--- src/rtl/p2s_lane_serializer.sv ---
// ---------------------------------------------------------------------------
// p2s_lane_serializer
//
// Multi-lane parallel-to-serial converter. Each of LANES lanes takes a
// WIDTH-bit slice of the input word and shifts it out one bit per clock. All
// lanes run in lockstep. A one-word holding register sits in front of the
// shifter, so a new word can be accepted while the current one is still being
// shifted. This lets words stream back-to-back with no output bubble.
//
// Parameters:
//   LANES      number of parallel lanes (>= 1)
//   WIDTH      bits per lane word (>= 2)
//   MSB_FIRST  1: bit WIDTH-1 leaves first; 0: bit 0 leaves first
//   IW         width of bit_idx (derived)
//
// Ports:
//   CLK        clock; all state changes on the rising edge
//   reset      synchronous, active-high; clears all state
//   ENB        enable; low freezes all state and blanks the serial outputs
//   D          input word; lane i = D[i*WIDTH +: WIDTH]
//   in_valid   D is valid
//   in_ready   block accepts D this cycle
//   data_out   current serial bit of each lane (0 when not valid)
//   out_valid  data_out carries a valid bit
//   sof        first bit of a word is on data_out
//   eof        last bit of a word is on data_out
//   bit_idx    index of the current bit within the word
// ---------------------------------------------------------------------------
module p2s_lane_serializer #(
    parameter int unsigned LANES     = 4,
    parameter int unsigned WIDTH     = 8,
    parameter bit          MSB_FIRST = 1'b1,
    parameter int unsigned IW        = $clog2(WIDTH)
) (
    input  logic                   CLK,
    input  logic                   reset,
    input  logic                   ENB,
    input  logic [LANES*WIDTH-1:0] D,
    input  logic                   in_valid,
    output logic                   in_ready,
    output logic [LANES-1:0]       data_out,
    output logic                   out_valid,
    output logic                   sof,
    output logic                   eof,
    output logic [IW-1:0]          bit_idx
);

    localparam logic S_IDLE  = 1'b0;
    localparam logic S_SHIFT = 1'b1;

    localparam logic [IW-1:0] CNT_LAST = IW'(WIDTH - 1);

    logic                   r_state;
    logic                   r_hold_full;
    logic [LANES*WIDTH-1:0] r_hold;
    logic [LANES*WIDTH-1:0] r_shreg;
    logic [IW-1:0]          r_cnt;

    logic                   w_in_ready;
    logic                   w_accept;
    logic                   w_last;
    logic                   w_load;
    logic                   w_advance;
    logic                   w_finish;
    logic [LANES*WIDTH-1:0] w_shifted;
    logic [LANES-1:0]       w_head;

    // Per-lane shift toward the output end and selection of the output bit.
    for (genvar g = 0; g < LANES; g++) begin : g_lane
        if (MSB_FIRST) begin : g_msb
            assign w_shifted[g*WIDTH +: WIDTH] = {r_shreg[g*WIDTH +: WIDTH-1], 1'b0};
            assign w_head[g]                   = r_shreg[g*WIDTH + WIDTH - 1];
        end else begin : g_lsb
            assign w_shifted[g*WIDTH +: WIDTH] = {1'b0, r_shreg[g*WIDTH + 1 +: WIDTH-1]};
            assign w_head[g]                   = r_shreg[g*WIDTH];
        end
    end

    always_comb begin
        w_in_ready = ENB & ~r_hold_full;
        w_accept   = in_valid & w_in_ready;
        w_last     = (r_cnt == CNT_LAST);
        // Load on an idle shifter, or reload at the last bit of the current
        // word. The reload keeps the output stream free of bubbles.
        w_load     = ENB & r_hold_full & ((r_state == S_IDLE) | w_last);
        w_advance  = ENB & (r_state == S_SHIFT) & ~w_last;
        w_finish   = ENB & (r_state == S_SHIFT) & w_last & ~r_hold_full;
    end

    always_ff @(posedge CLK) begin
        if (reset) begin
            r_state     <= S_IDLE;
            r_hold_full <= 1'b0;
            r_hold      <= '0;
            r_shreg     <= '0;
            r_cnt       <= '0;
        end else begin
            if (w_accept) begin
                r_hold <= D;
            end

            // in_ready depends on the registered flag, so accept and load
            // are mutually exclusive and the held word is never overwritten.
            if (w_accept) begin
                r_hold_full <= 1'b1;
            end else if (w_load) begin
                r_hold_full <= 1'b0;
            end

            if (w_load) begin
                r_shreg <= r_hold;
                r_cnt   <= '0;
                r_state <= S_SHIFT;
            end else if (w_advance) begin
                r_shreg <= w_shifted;
                r_cnt   <= r_cnt + IW'(1);
            end else if (w_finish) begin
                r_state <= S_IDLE;
            end
        end
    end

    always_comb begin
        in_ready  = w_in_ready;
        out_valid = (r_state == S_SHIFT) & ENB;
        data_out  = out_valid ? w_head : '0;
        sof       = out_valid & (r_cnt == '0);
        eof       = out_valid & w_last;
        bit_idx   = r_cnt;
    end

endmodule

--- config.mk ---
export PLATFORM = sky130hd
export DESIGN_NAME = p2s_lane_serializer
export DESIGN_NICKNAME = d
export VERILOG_FILES = /design/src/rtl/p2s_lane_serializer.sv
export SDC_FILE = /design/constraint.sdc
export NUM_CORES = 1
export LEC_CHECK = 0
export ABC_CLOCK_PERIOD_IN_PS = 2790
export CAP_MARGIN = 10
export CORE_AREA = 5 5 93 95
export CTS_BUF_LIST = sky130_fd_sc_hd__clkbuf_16
export CTS_CLUSTER_SIZE = 28
export DETAILED_ROUTE_END_ITERATION = 6
export DIE_AREA = 0 0 98 100
export PLACE_DENSITY_LB_ADDON = 0.08
export SLEW_MARGIN = 20
export SYNTH_ARGS = -nofsm -noshare
export SYNTH_HDL_FRONTEND = slang
export SYNTH_SLANG_ARGS = --single-unit
export TNS_END_PERCENT = 50
--- constraint.sdc ---
create_clock -name CLK -period 2.79 [get_ports CLK]
set_clock_uncertainty 0.2 [all_clocks]
set_input_delay 0.4185 -clock CLK [delete_from_list [all_inputs] [get_ports CLK]]
set_output_delay 0.4185 -clock CLK [all_outputs]
set_load 0.005 [all_outputs]
**Word level (Yosys, flattened, before mapping)**

Index checks and enable logic that the tools add are counted.

- Register bits after elaboration: 69
- Input bits: 36
- Output and inout port bits: 11
- Word-level logic and storage cells: 35

- $add $sub $neg: 1
- Equality and inequality tests: 2
- Mux-type cells: 8
- Bitwise operators: 13
- Reductions and logical operators: 6

Operators by type and width:

| kind | number |
|---|---|
| $mux 32 | 2 |
| $and 1x1->1 | 9 |
| $reduce_bool 2->1 | 3 |
| $mux 1 | 5 |
| $mux 4 | 1 |
| $add 3x1->3 const B | 1 |
| $eq 3x3->1 const B | 1 |
| $logic_not 3->1 | 1 |
| $not 1->1 | 3 |
| $ne 2x2->1 const B | 1 |
| $reduce_and 2->1 | 1 |
| $reduce_or 2->1 | 1 |
| $or 1x1->1 | 1 |

**Depth between registers and ports, before layout**

Gate-level depths: netlist of run 1.

- Word-level depth: 6
- Gate-level depth with buffers: 7
- Mapped depth without buffers: 5

**Worst setup path after synthesis of run 1**

OpenSTA, ideal clock, no wires.

- Path kind: flip-flop to output port
- Start point: register r_cnt[0], in the netlist bit_idx[0]
- End point: output port eof
- Arrival time: 1.155 ns
- Required time: 2.172 ns
- Slack: 1.016 ns
- Cell stages (with the launch flop): 6
- Path buffers: 2
- Path through: dfxtp_1 > ha_1 > ha_1 > buf_2 > buf_2 > and3_1

- Word-level cells in the longest chain between the ends: 2

RTL lines:

| item | line | RTL |
|---|---|---|
| from (decl) | 57 | `logic [IW-1:0] r_cnt;` |
| from (signal assigned) | 116 | `r_cnt <= r_cnt + IW'(1);` |
| $eq 3x3->1 | 82 | `w_last = (r_cnt == CNT_LAST);` |
| $and 1x1->1 | 128 | `eof = out_valid & w_last;` |
| to (decl) | 44 | `output logic eof,` |

Every way passes these cells.

**Final worst setup path of run 1**

- Start point: register r_cnt[1], in the netlist bit_idx[1]
- End point: output port eof

Same word-level chain as after synthesis.

==> metrics.yaml, run 1 <==
clk_pin_slew_ns: 0.05
status: "finished, final reports clean"
ant_nets: 0
critPathRequiredTime_ns: 2.17
gr-usage-met3_pct: 5.003
path_max_fanout: 9
drt_iter0_markers: 67
final_common_cell: "nand2_1"
setup_violations: 0
cellLeakagePower_nw: 1.418
r2r-start: "bit_idx[1]"
worstHoldPathCells: 1
hp-class: "reg2reg"
slowest_delay_ns: 0.49
hold_slack_ns: 0.2532
rsz0062_at_grt: "false"
fin_crit_sh_pct: 92.07
cts_tree: "done"
max_freq_ghz: 0.3893
max_slew.worst_pin.slew_ns: 0.4052
cp.depth: 4
rows: 32
netlist_instances: 330
regToRegSetupSlack_ns: 0.41
vias: 2485
antenna_found_initial: 0
critPathBufInv: 1
die_w_um: 98
cts_num_sinks: 69
cp-end-kind: "output pin"
synth_cell_types: 29
synthesis.area_sq_um: 3015
power_density_nw_per_um2: 576.7
hold_viol: 0
wl_per_cell_um: 15.20
yosys_warnings: 0
final.setup.tns_ns: 0
synth-edff-count: 0
synthArstFlopShare_pct: 0
synth_ff_type: "dfxtp_1"
grt_pass1_vias: 2446
crit_type: "reg2out"
ir_drop_mv: 0.3759
arrival_ns: 1.95
nets: 410
maxSlewHeadroom_pct: 72.83
syn-num-nets: 369
maxCapViolCount: 0
synth.ff_latch_count: 69
r2r_end: "r_shreg[17]"
avgSynthCellArea_sq_um: 9.138
path_delay_family: "adder cells"
post_cts_resized: 0
place.gp.congestion: 0.6915
reg2regPathDepth: 6
hold_buffers: 0
cts_made_buffers: 9
post-dp-hpwl_mm: 4.750
start_util_pct: 39.43
dr.pass1.iters: 4
grt_overflow: 0
busiest_layer: "met2"
path_common_cell: "ha_1"
die-height_um: 100
fp.coreArea_sq_um: 7647
wirelength_mm: 7.188
worst_path_max_delay_cell: "clkdlybuf4s50_1"
cts_max_path_buffers: 2
cp_cell_sequence: "ha_1, ha_1, and3_1, clkdlybuf4s50_1"
drc_errors: 0
postCtsSetupRepairBufs: 0
synthToLayoutAreaGrowth_pct: 24.32
drv_slew: 0
fp.dieArea_sq_um: 9800
worstHoldStart: "r_shreg[4]"
port_buffers: 46
grtUsageMet2_pct: 25.29
grt_pass1_wl_mm: 12.00
htree_levels: 3
period_needed_ns: 2.569
grt_max_degree: 35
clk_latency_ns: 0.32
holdPathEnd: "r_shreg[4]"
final_cell_mix: "71 x nand2_1, 69 x dfxtp_1, 46 x clkdlybuf4s50_1"
drive_gt1_share_pct: 9.704
vias_per_cell: 5.254
clock-root-buffer: "clkbuf_16"
grtUsageMet1_pct: 18.97
antenna_cells: 0
num_io_pins: 47
start_kind: "register"
seq_area_frac_synth_pct: 45.81
grt_use_total_pct: 15.26
## final cells by class
class                   count  area, sq um
clock buffers               9        225.2
clock inverters             2        7.507
fillers                   762         3899
inverters                   7        26.28
multi-input cells         222         1400
flip-flops and latches     69         1381
well taps                 102        127.6
repair buffers             62        580.6
## cell families after synthesis
kind of cell	count (synthesis)	synth area share, %
buffers and inverters	39	7.760
AOI/OAI and AO/OA	93	21.70
adders and majority gates	3	1.245
DFF	69	45.81
xor gates and xnor gates	1	0.2905
muxes	6	2.656
and+or+nand+nor	119	20.54
## registers in the layout, indices dropped and copies added (netlist names)
| signal | cells |
|---|---|
| r_hold | 32 |
| r_state | 1 |
| bit_idx | 3 |
| r_shreg | 32 |
| r_hold_full | 1 |
## per-layer routing
layer / share of wire (%) / routed length, um / up-vias
li1: - / - / 1244
met1: 48 / 3418 / 1186
met2: 47 / 3345 / 51
met3: 5.2 / 375 / 4
met4: 0.68 / 49 / 0
met5: 0 / 0 / -
## worst reg2reg max path, delay by kind of cell (launching register included)
family	cells	cell delay (ns)
buf+inv	1	0.31
mux	1	0.33
compound gates	1	0.12
simple gates	1	0.43
flops	1	0.38
fa+ha+maj	2	0.56
## stage by stage
stage	cells	util (%)	setup slack (ns)	area, sq um	total power [mW]
after floorplan	330	-	1.016	3015	1.166
after CTS	473	49.02	0.1986	3749	2.193
after global placement	462	45.98	0.3335	3516	1.250
after global routing	473	49.02	0.1118	3749	2.250
after detailed placement	462	45.98	0.3070	3516	1.251
final	473	49.02	0.2212	3749	2.162
## how the worst max path moves through the flow
stage	start	end
2_1_floorplan	bit_idx[0]	eof
3_3_place_gp	ENB	data_out[3]
3_5_place_dp	ENB	data_out[0]
4_1_cts	bit_idx[1]	eof
5_1_grt	bit_idx[1]	eof
6_report	bit_idx[1]	eof
## cells in the mapped netlist, types with 2 or more instances
cell	count	share of area [%]
inv_1	7	0.87
a31oi_1	23	4.8
nand2_1	71	8.8
and3_1	5	1.0
a21oi_1	35	5.8
ha_1	3	1.2
nand2b_1	5	1.0
nor3_1	3	0.50
o2bb2ai_1	23	6.7
mux2_4	4	2.0
buf_6	8	3.0
mux2i_1	2	0.66
dfxtp_1	69	46
nand3b_1	2	0.50
clkbuf_1	10	1.2
and3b_1	25	7.3
buf_4	4	1.0
o32ai_1	4	1.2
nor2_1	4	0.50
buf_2	10	1.7
o2bb2ai_2	5	2.5
## power by group
group | total (mW) | leakage, nW | internal [mW] | switching, mW
logic | 0.198 | 0.741 | 0.0924 | 0.106
registers | 1.03 | 0.560 | 1.02 | 0.0155
clock network | 0.932 | 0.118 | 0.568 | 0.364
Power figures use the tool's default switching activity.
==> inputs of run 2 (changes only) <==
- CORE_AREA: 5 5 93 95 -> 5 5 104 86
- DIE_AREA: 0 0 98 100 -> 0 0 109 91
==> run 2 against run 1 <==
  * Routed wire length down 1.4%
  * Largest power group unchanged
  * Global-route usage is 0.43 points lower
  * First-iteration DRC count increased by 18%
  * Worst setup slack improved by 0.085 ns
  * Die area rose by 1.2%
  * Total power is 2.5% higher
  * Critical endpoint unchanged
  * Critical path depth unchanged
  * Fmax rose by 3.4%
==> metrics.yaml, run 2 (synthesis gave the netlist of run 1 again) <==
status: "finished, final reports clean"
antenna_found_initial: 0  # unchanged
hold_buffers: 0  # unchanged
critPathRequiredTime_ns: 2.17  # about the same
hp-class: "reg2reg"
cts_tree: "done"
drt_iter0_markers: 79  # +18%
hold_viol: 0  # unchanged
crit_type: "reg2out"
drive_gt1_share_pct: 10.64  # +0.93 points
final_util_pct: 48.64  # -0.37 points
fp.dieArea_sq_um: 9919  # +1.2%
final_common_cell: "nand2_1"
cellLeakagePower_nw: 1.438  # +1.4%
grt_pass1_vias: 2395  # -2.1%
ir_drop_mv: 0.2619  # -30%
clk_pin_slew_ns: 0.06  # about the same
antenna_cells: 0  # unchanged
clock-root-buffer: "clkbuf_16"
grt_pass1_wl_mm: 11.83  # -1.4%
path_max_fanout: 6  # -3
fp.coreArea_sq_um: 7801  # +2.0%
vias_per_cell: 5.066  # -3.6%
vias: 2452  # -1.3%
clk_latency_ns: 0.33  # about the same
start_kind: "register"
die_w_um: 109  # +11%
num_io_pins: 47  # unchanged
hold_slack_ns: 0.2535  # +0.0003640 ns
setup_violations: 0  # unchanged
max_freq_ghz: 0.4025  # +3.4%
num-fill-cells: 773  # +1.4%
cts_made_buffers: 9  # unchanged
drc_errors: 0  # unchanged
start_util_pct: 38.65  # -0.78 points
place.gp.congestion: 0.7512  # +8.6%
fin_crit_sh_pct: 89.04  # -3.0 points
rows: 29  # -9.4%
maxCapViolCount: 0  # unchanged
post_cts_resized: 0  # unchanged
maxSlewHeadroom_pct: 60.68  # -12 points
wirelength_mm: 7.085  # -1.4%
grt_overflow: 0  # unchanged
wl_per_cell_um: 14.64  # -3.7%
htree_levels: 3  # unchanged
dr.pass1.iters: 4  # unchanged
post-dp-hpwl_mm: 4.567  # -3.9%
ant_nets: 0  # unchanged
cp-end-kind: "output pin"
cts_num_sinks: 69  # unchanged
cts_max_path_buffers: 2  # unchanged
synthToLayoutAreaGrowth_pct: 25.85
grt_max_degree: 36  # +2.9%
nets: 410  # unchanged
die-height_um: 91  # -9.0%
postCtsSetupRepairBufs: 0  # unchanged
period_needed_ns: 2.484  # -0.08454 ns
final_cell_mix: "71 x nand2_1, 69 x dfxtp_1, 46 x clkdlybuf4s50_1"
arrival_ns: 1.87  # -0.08 ns
power_density_nw_per_um2: 584.1  # +1.3%
drv_slew: 0  # unchanged
grt_use_total_pct: 14.83  # -0.43 points
port_buffers: 46  # unchanged
final.setup.tns_ns: 0  # unchanged
rsz0062_at_grt: "false"
max_slew.worst_pin.slew_ns: 0.5863  # +0.1812 ns
[run 2: changes by cell type in the layout (fill, tap and decap cells not counted), sizes merged]
cell and delta:
clkinv +4, clkinvlp +1
[run 2: final timing paths]
kind,startpoint,endpoint,slack [ns],cells after the start
setup / recovery,bit_idx[1],eof,0.31,4
setup reg to reg,bit_idx[1],r_shreg[4],0.58,6
hold / removal,r_hold[1],r_hold[1],0.25,2
hold reg to reg,r_hold[1],r_hold[1],0.25,2
[run 2: final cells by class]
| cell class | count | area, sq um | area share [%] |
|---|---|---|---|
| tap | 108 | 135.1 | 3.561 |
| sequential | 69 | 1381 | 36.40 |
| timing repair buffer | 62 | 593.1 | 15.63 |
| multi-input combinational | 222 | 1400 | 36.89 |
| clock buffer | 9 | 225.2 | 5.935 |
| clock inverter | 7 | 33.78 | 0.8902 |
| inverter | 7 | 26.28 | 0.6924 |
[run 2: metal layers]
| layer | GRT usage [%] | vias up | wire length [um] |
|---|---|---|---|
| li1 | - | 1251 | - |
| met1 | 20.84 | 1157 | 3621 |
| met2 | 21.93 | 38 | 3150 |
| met3 | 5.035 | 6 | 276 |
| met4 | 3.470 | 0 | 36 |
| met5 | 0 | - | 0 |
[run 2: critical path: stages (launching register included)]
cell,delay (ns)
dfxtp_1,0.38
ha_1,0.16
ha_1,0.31
and3_1,0.19
clkdlybuf4s50_1,0.49
[run 2: where the power goes]
group | switching [mW] | internal, mW
clock | 0.403 | 0.586
combinational | 0.103 | 0.0937
sequential | 0.0162 | 1.01
[run 2: metrics by stage]
step | instance area (sq um) | setup WS [ns] | instances | power [mW]
CTS | 3795 | 0.2736 | 484 | 2.244
global route | 3795 | 0.2093 | 484 | 2.309
floorplan | 3015 | 1.016 | 330 | 1.166
detailed placement | 3536 | 0.3567 | 468 | 1.251
finish | 3795 | 0.3058 | 484 | 2.217
global placement | 3536 | 0.3484 | 468 | 1.249
==> inputs of run 3 (changes only) <==
- CTS_BUF_LIST: sky130_fd_sc_hd__clkbuf_16 -> sky130_fd_sc_hd__clkbuf_4 sky130_fd_sc_hd__clkbuf_8
- PLACE_DENSITY: default -> 0.66
- PLACE_DENSITY_LB_ADDON: 0.08 -> default
==> run 3 against run 2 <==
  * Via count rose by 1.4%
  * Fmax is 2.6% lower
  * Sequential share of layout area is 0.65 points higher
  * Count of clock-buffer cells in the layout is 1 higher
  * Worst setup slack worse by 0.067 ns
  * Sequential power about the same
  * Core utilization shrank 0.85 points
  * Final cell count is 0.21% lower
  * Clock power is 18% lower
  * Critical path depth increased by 1
  * Largest power group unchanged
==> metrics.yaml, run 3 (synthesis gave the netlist of run 1 again) <==
status: "finished, final reports clean"
dp_slack_ns: 0.3871  # +0.03041 ns
dr.pass1.iters: 5  # +1
setup_violations: 0  # unchanged
rsz0062_at_grt: "false"
rows: 29  # unchanged
timing.final.ws_setup_ns: 0.2383  # -0.06744 ns
port_buffers: 46  # unchanged
cts_max_path_buffers: 2  # unchanged
ant_nets: 0  # unchanged
die_w_um: 109  # unchanged
num-fill-cells: 756  # -2.2%
final.setup.tns_ns: 0  # unchanged
period_needed_ns: 2.552  # +0.06744 ns
ir_drop_mv: 0.2766  # +5.6%
crit_type: "reg2out"
antenna_found_initial: 0  # unchanged
maxCapViolCount: 0  # unchanged
synthToLayoutAreaGrowth_pct: 23.65
cts_tree: "done"
clk_pin_slew_ns: 0.07  # about the same
grt_pass1_wl_mm: 11.50  # -2.9%
drc_errors: 0  # unchanged
antenna_cells: 0  # unchanged
hold_viol: 0  # unchanged
fp.coreArea_sq_um: 7801  # unchanged
start_kind: "register"
critPathRequiredTime_ns: 2.17  # about the same
postCtsSetupRepairBufs: 0  # unchanged
num_io_pins: 47  # unchanged
post_cts_resized: 0  # unchanged
drt_iter0_markers: 94  # +19%
grt_use_total_pct: 14.36  # -0.48 points
start_util_pct: 38.65  # unchanged
cts_num_sinks: 69  # unchanged
final_common_cell: "nand2_1"
grt_pass1_vias: 2473  # +3.3%
clock-root-buffer: "clkbuf_8"
vias: 2487  # +1.4%
drive_gt1_share_pct: 11.20  # +0.56 points
nets: 409  # -0.24%
cellLeakagePower_nw: 1.408  # -2.1%
vias_per_cell: 5.149  # +1.6%
stdcell_count: 483  # -0.21%
max_slew.worst_pin.slew_ns: 0.5475  # -0.03884 ns
maxSlewHeadroom_pct: 63.28  # +2.6 points
fin_crit_sh_pct: 91.46  # +2.4 points
p_total_mw: 2.033  # -8.3%
grt_overflow: 0  # unchanged
hold_buffers: 0  # unchanged
place.gp.congestion: 0.7580  # +0.91%
clk_latency_ns: 0.35  # +0.02 ns
grt_max_degree: 47  # +31%
die-height_um: 91  # unchanged
arrival_ns: 1.93  # +0.06 ns
max_freq_ghz: 0.3919  # -2.6%
wl_per_cell_um: 13.93  # -4.8%
hp-class: "reg2reg"
drv_slew: 0  # unchanged
cts_made_buffers: 9  # unchanged
fp.dieArea_sq_um: 9919  # unchanged
path_max_fanout: 13  # +7
wirelength_mm: 6.729  # -5.0%
cp-end-kind: "output pin"
power_density_nw_per_um2: 545.3  # -6.6%
final_cell_mix: "71 x nand2_1, 69 x dfxtp_1, 46 x clkdlybuf4s50_1"
post-dp-hpwl_mm: 4.591  # +0.52%
htree_levels: 3  # unchanged
place_inst: 467  # -0.21%
==> run 3: cell types whose count changed in the layout (fill, tap and decap cells not counted) <==
cell,delta
buf_4,-1
bufinv_16,+1
clkbuf_16,-9
clkbuf_8,+10
clkinv_1,-2
clkinv_4,+2
clkinvlp_4,-1
inv_1,-1
==> run 3: layer usage <==
metal / share of wire, % / GRT usage (%) / vias to the layer above
met5: 0 / 0 / -
met4: 1.0 / 5.047 / 0
met3: 5.6 / 5.816 / 8
met2: 44 / 20.81 / 62
met1: 49 / 19.23 / 1170
li1: - / - / 1247
==> run 3: final cells by class <==
class / count / area, sq um / share of cell area [%]
Multi-Input combinational cell: 222 / 1400 / 37.55
Sequential cell: 69 / 1381 / 37.05
Timing Repair Buffer: 61 / 585.6 / 15.70
Clock buffer: 10 / 137.6 / 3.691
Tap cell: 108 / 135.1 / 3.624
Clock inverter: 6 / 62.56 / 1.678
Inverter: 7 / 26.28 / 0.7047
==> run 3: worst paths after layout <==
check	from	end	slack [ns]	cells after the start
setup reg to reg	bit_idx[1]	r_shreg[9]	0.68	6
hold reg to reg	r_hold[25]	r_hold[25]	0.26	2
setup / recovery	bit_idx[1]	eof	0.24	5
hold / removal	r_hold[25]	r_hold[25]	0.26	2
==> run 3: worst max-delay path, cell delays in order (launching register included) <==
cell	delay (ns)
dfxtp_1	0.38
ha_1	0.17
ha_1	0.19
buf_4	0.19
and3_1	0.16
clkdlybuf4s50_1	0.49
==> run 3: stage by stage <==
stage / hold WS, ns / area [sq um] / utilization, %
3_5_place_dp: 0.2406 / 3528 / 45.23
4_1_cts: 0.2602 / 3729 / 47.79
5_1_grt: 0.2741 / 3729 / 47.79
6_report: 0.2574 / 3729 / 47.79
2_1_floorplan: 0.2248 / 3015 / -
3_3_place_gp: 0.2366 / 3528 / 45.23
==> run 3: where the power goes <==
part | switching, mW | leakage, nW | internal [mW]
Sequential | 0.0159 | 0.560 | 1.01
Clock | 0.375 | 0.106 | 0.435
Combinational | 0.101 | 0.743 | 0.0933
Total | 0.492 | 1.41 | 1.54
==> edit 1: new RTL, flow settings as in run 1 <==
Reset style: asynchronous (`reset`), changed in one clocked block.
--- a/src/rtl/p2s_lane_serializer.sv
+++ b/src/rtl/p2s_lane_serializer.sv
@@ -87,7 +87,7 @@
         w_finish   = ENB & (r_state == S_SHIFT) & w_last & ~r_hold_full;
     end
 
-    always_ff @(posedge CLK) begin
+    always_ff @(posedge CLK or posedge reset) begin
         if (reset) begin
             r_state     <= S_IDLE;
             r_hold_full <= 1'b0;
Behaviour: differs if reset is asserted again (counterexample within 4 cycles, from zero or initial values and one cycle with reset high); with reset held inactive, the same outputs for 10 cycles.
==> edit 1 against run 1 <==
Synthesized area decreased by 5.0%. Setup slack improved by 0.0027 ns. Design area increased by 0.87%. Wire length decreased by 17%. Sequential cell count unchanged. Largest cell class is now registers. Highest routed layer unchanged.
Power is not compared: it rests on default switching activity, and its combinational part moved more than twofold at a synthesized area within 25%.
==> edit 1: results (changes against run 1) <==
- Setup Slack @ Placement: 0.225 ns (was 0.307 ns)
- Reg-to-Reg Start: bit_idx[1] (unchanged)
- Half-perimeter wire length after detailed placement: 3.74 mm (was 4.75 mm)
- Number of DRC markers in iteration 0: 138 (was 67)
- Inverters: 5 (was 7)
- Post-synthesis area per instance: 14.0 um2 (was 9.14 um2)
- Vias in the first global route: 2020 (was 2446)
- NonClk Buf Share: 14.4% (was 15.5%)
- DP Area: 3440 um2 (was 3520 um2)
- First-pass GRT wire length: 9.98 mm (was 12.0 mm)
- GR Util All Layers: 12.8% (was 15.3%)
- Delay-heaviest family, CP: buffers and inverters (was adder cells)
- Synth area leaders: dfrtp_1 60%, mux2_2 13%, a221o_1 9.8% (was dfxtp_1 46%, nand2_1 8.8%, and3b_1 7.3%)
- FF-to-FF End: r_shreg[13] (was r_shreg[17])
- Hold slack: 0.221 ns (was 0.253 ns)
- Max incr delay on CP: 0.63 ns (was 0.49 ns)
- Sequential-to-total area share from yosys stat: 60.3% (was 45.8%)
- Layout Nets: 293 (was 410)
- Worst reg2reg setup slack: 0.48 ns (was 0.41 ns)
- Largest net degree at the start of global routing: 51 (was 35)
- Multi-Input Combinational: 115 (was 222)
- Hold crit path type: primary input to async pin (was flip-flop to flip-flop)
- Top FF cell, synth: dfrtp_1 (was dfxtp_1)
- Final worst path period share: 92.0% (was 92.1%)
- Routed WL per cell: 16.5 um (was 15.2 um)
- Synth cell count leaders: 69 x dfrtp_1, 33 x and3_1, 33 x mux2_2 (was 71 x nand2_1, 69 x dfxtp_1, 35 x a21oi_1)
- Worst Tran Pin Value: 0.496 ns (was 0.405 ns)
- Total number of sequential cells: 69 (unchanged)
- Worst setup endpoint: sof (was eof)
- Register share of the cell area: 45.7% (was 36.8%)
- Fraction of area in multi-input gates: 27.0% (was 37.3%)
- ClkCell Share: 9.00% (was 6.21%)
- Crit path from: ENB (was bit_idx[1])
- RePlAce Congestion: 0.687 (was 0.692)
- Crit-path max FO: 10 (was 9)
- DR vias: 1879 (was 2485)
- Status: finished, final reports clean (unchanged)
- Ys async rst share: 100% (was 0%)
- Placed Cells: 345 (was 462)
-- edit 1: worst register-to-register path: cells and delay by family (launching register included) --
kind / cells / cell delay, ns
buffers and inverters: 1 / 0.24
AOI/OAI and AO/OA: 2 / 0.73
and+or+nand+nor: 1 / 0.17
DFF: 1 / 0.41
adders and majority gates: 2 / 0.44
-- edit 1: cell families (layout without fill, tap and decap cells) --
group	after synthesis	in the layout	share of synthesized area (%)
buffers and inverters	21	75	4.11
DFF	69	69	60.3
and+or+nand+nor	42	42	8.91
adders and majority gates	3	3	1.31
muxes	33	33	13.0
AOI/OAI and AO/OA	37	37	12.4
-- edit 1: routing by layer --
metal	global-route usage [%]	vias to the layer above	routed length (um)
met5	0	-	0
met4	4.15	0	27
met3	4.24	4	276
met2	20.1	44	2770
met1	16.9	959	2870
li1	-	872	-
==> edit 2: new RTL, config.mk and constraints of run 1 <==
Without the edit above. The parameter `WIDTH` goes from 8 to 4.
--- a/src/rtl/p2s_lane_serializer.sv
+++ b/src/rtl/p2s_lane_serializer.sv
@@ -28,7 +28,7 @@
 // ---------------------------------------------------------------------------
 module p2s_lane_serializer #(
     parameter int unsigned LANES     = 4,
-    parameter int unsigned WIDTH     = 8,
+    parameter int unsigned WIDTH     = 4,
     parameter bit          MSB_FIRST = 1'b1,
     parameter int unsigned IW        = $clog2(WIDTH)
 ) (
Interface: changed (resized D and bit_idx); port bits go from 47 to 30. The function was not compared with the original's and may differ.
==> edit 2 against run 1 <==
Setup slack better by 0.16 ns. Highest routed layer unchanged. Sequential cell count is 33 lower. Combinational power is 34% lower. Synthesized area shrank 45%. Design area decreased by 42%. Wire length down 42%. Total power is 44% lower. Sequential power down 47%.
==> edit 2: results (changes against run 1) <==
- Status: finished, final reports clean (unchanged)
- Drt first pass iters: 4 (unchanged)
- Root Driver: clkbuf_16 (unchanged)
- Hold crit path type: flip-flop to flip-flop (unchanged)
- RePlAce Congestion: 0.637 (was 0.692)
- Post CTS Setup Buffer Count: 0 (unchanged)
- Initial antenna violation count: 0 (unchanged)
- N_diodes: 0 (unchanged)
- Half-perimeter wire length after detailed placement: 2.88 mm (was 4.75 mm)
- Reg-to-Reg Start: bit_idx[1] (unchanged)
- Hold Crit Endpoint: r_hold[2] (was r_shreg[4])
- Layout cell share with drive strength beyond 1: 8.18% (was 9.70%)
- Largest net degree at the start of global routing: 22 (was 35)
- Post-Synth XOR/XNOR Area: 0.527% (was 0.290%)
- Hold Path Stages: 2 (was 1)
- Max-slew headroom: 68.3% (was 72.8%)
- GR Util All Layers: 9.30% (was 15.3%)
- First-pass GRT wire length: 7.10 mm (was 12.0 mm)
- Synth Area in Compound Gates: 14.6% (was 21.7%)
- Top FF cell, synth: dfxtp_1 (unchanged)
- I/O Buffers: 29 (was 46)
- Worst-case clock buffer depth: 2 (unchanged)
- Crit-path max FO: 9 (unchanged)
- Worst reg2reg setup slack: 0.98 ns (was 0.41 ns)
- Synth area leaders: dfxtp_1 43%, nand2_1 7.7%, mux2i_1 6.6% (was dfxtp_1 46%, nand2_1 8.8%, and3b_1 7.3%)
- DP Area: 2030 um2 (was 3520 um2)
- DR vias: 1344 (was 2485)
- Reg2Reg Depth: 4 (was 6)
- Leakage power: 0.000849 uW (was 0.00142 uW)
- Sequential-to-total area share from yosys stat: 43.3% (was 45.8%)
- Routed WL per cell: 13.1 um (was 15.2 um)
- Synth Net Count: 212 (was 369)
- Layout Nets: 241 (was 410)
- VDD IR max: 0.000306 V (was 0.000376 V)
- Post-synthesis adder-cell area fraction: 1.50% (was 1.24%)
- Cts repair resizes: 0 (unchanged)
- Multiplexer share of the synthesized area: 7.30% (was 2.66%)
- Fin. max-slew vios: 0 (unchanged)
- H-tree Lvls: 2 (was 3)
- CTS Buf Count: 5 (was 9)
- Clock Latency Late Sink: 0.28 ns (was 0.32 ns)
- FF-to-FF End: r_shreg[11] (was r_shreg[17])
- Number of DRC markers in iteration 0: 67 (unchanged)
- Vias in the first global route: 1426 (was 2446)
- Ys async rst share: 0% (unchanged)
- Min-delay src: r_hold[2] (was r_shreg[4])
- Cell variety after synth: 32 (was 29)
- WP data arrival: 1.79 ns (was 1.95 ns)
- Reg clk slew, reported paths: 0.05 ns (about the same)
- Fillcell total: 855 (was 762)
- Synth cell count leaders: 36 x dfxtp_1, 34 x nand2_1, 18 x a21oi_1 (was 71 x nand2_1, 69 x dfxtp_1, 35 x a21oi_1)
- Synth Warn #: 0 (unchanged)
edit 2: changes by cell type in the layout (fill, tap and decap cells not counted), sizes merged, moves of 17 or more:
| cell | before | now |
|---|---|---|
| nand2 | 71 | 34 |
| dfxtp | 69 | 36 |
| o2bb2ai | 28 | 0 |
| and3b | 25 | 2 |
| a31oi | 23 | 1 |
| a21oi | 35 | 18 |
| clkdlybuf4s50 | 46 | 29 |
edit 2: power by group:
| part | switching [uW] | total, uW | internal [uW] |
|---|---|---|---|
| registers | 12.4 | 549 | 537 |
| logic | 64.0 | 131 | 66.8 |
| clock network | 205 | 526 | 321 |
edit 2: critical path, stage by stage:
cell	delay [ns]
clkdlybuf4s50_1	0.64
and3_2	0.23
clkdlybuf4s50_1	0.50
edit 2: cells by family (layout without fill, tap and decap cells):
| logic type | Yosys count | in the layout |
|---|---|---|
| flops | 36 | 36 |
| simple gates | 72 | 72 |
| compound gates | 38 | 38 |
| xor+xnor | 1 | 1 |
| fa+ha+maj | 2 | 2 |
| mux | 12 | 12 |
| buf+inv | 29 | 59 |
edit 2: cell type report:
| class | instances | area (um2) | share of cell area [%] |
|---|---|---|---|
| Tap cell | 102 | 128 | 5.88 |
| Multi-Input combinational cell | 125 | 786 | 36.2 |
| Clock buffer | 5 | 125 | 5.77 |
| Timing Repair Buffer | 36 | 343 | 15.8 |
| Sequential cell | 36 | 721 | 33.2 |
| Inverter | 15 | 56.3 | 2.60 |
| Clock inverter | 3 | 11.3 | 0.519 |
edit 2: per-layer routing:
metal | global-route usage (%) | part of all wire, % | routed length (um) | vias up
li1 | - | - | - | 702
met1 | 11.8 | 52 | 2170 | 614
met2 | 14.8 | 43 | 1820 | 24
met3 | 2.71 | 3.5 | 146 | 4
met4 | 3.83 | 1.5 | 64 | 0
met5 | 0 | 0 | 0 | -
edit 2: how the worst max path moves through the flow:
stage | slack [ns] | from | to | cells past startpoint
after floorplan | 1.15 | ENB | eof | 3
after global placement | 0.38 | ENB | eof | 3
after detailed placement | 0.36 | ENB | eof | 3
after CTS | 0.36 | ENB | eof | 3
after global routing | 0.29 | ENB | eof | 3
final | 0.38 | ENB | eof | 3
edit 2: per-stage QoR:
stage               setup slack (ns)  hold slack [ns]  instances  util, %  power [uW]
global placement               0.377            0.242        314     26.6         695
detailed placement             0.356            0.243        314     26.6         695
finish                         0.382            0.249        322     28.4        1210
CTS                            0.356            0.250        322     28.4        1240
floorplan                       1.15            0.231        190        -         640
global route                   0.287            0.264        322     28.4        1270
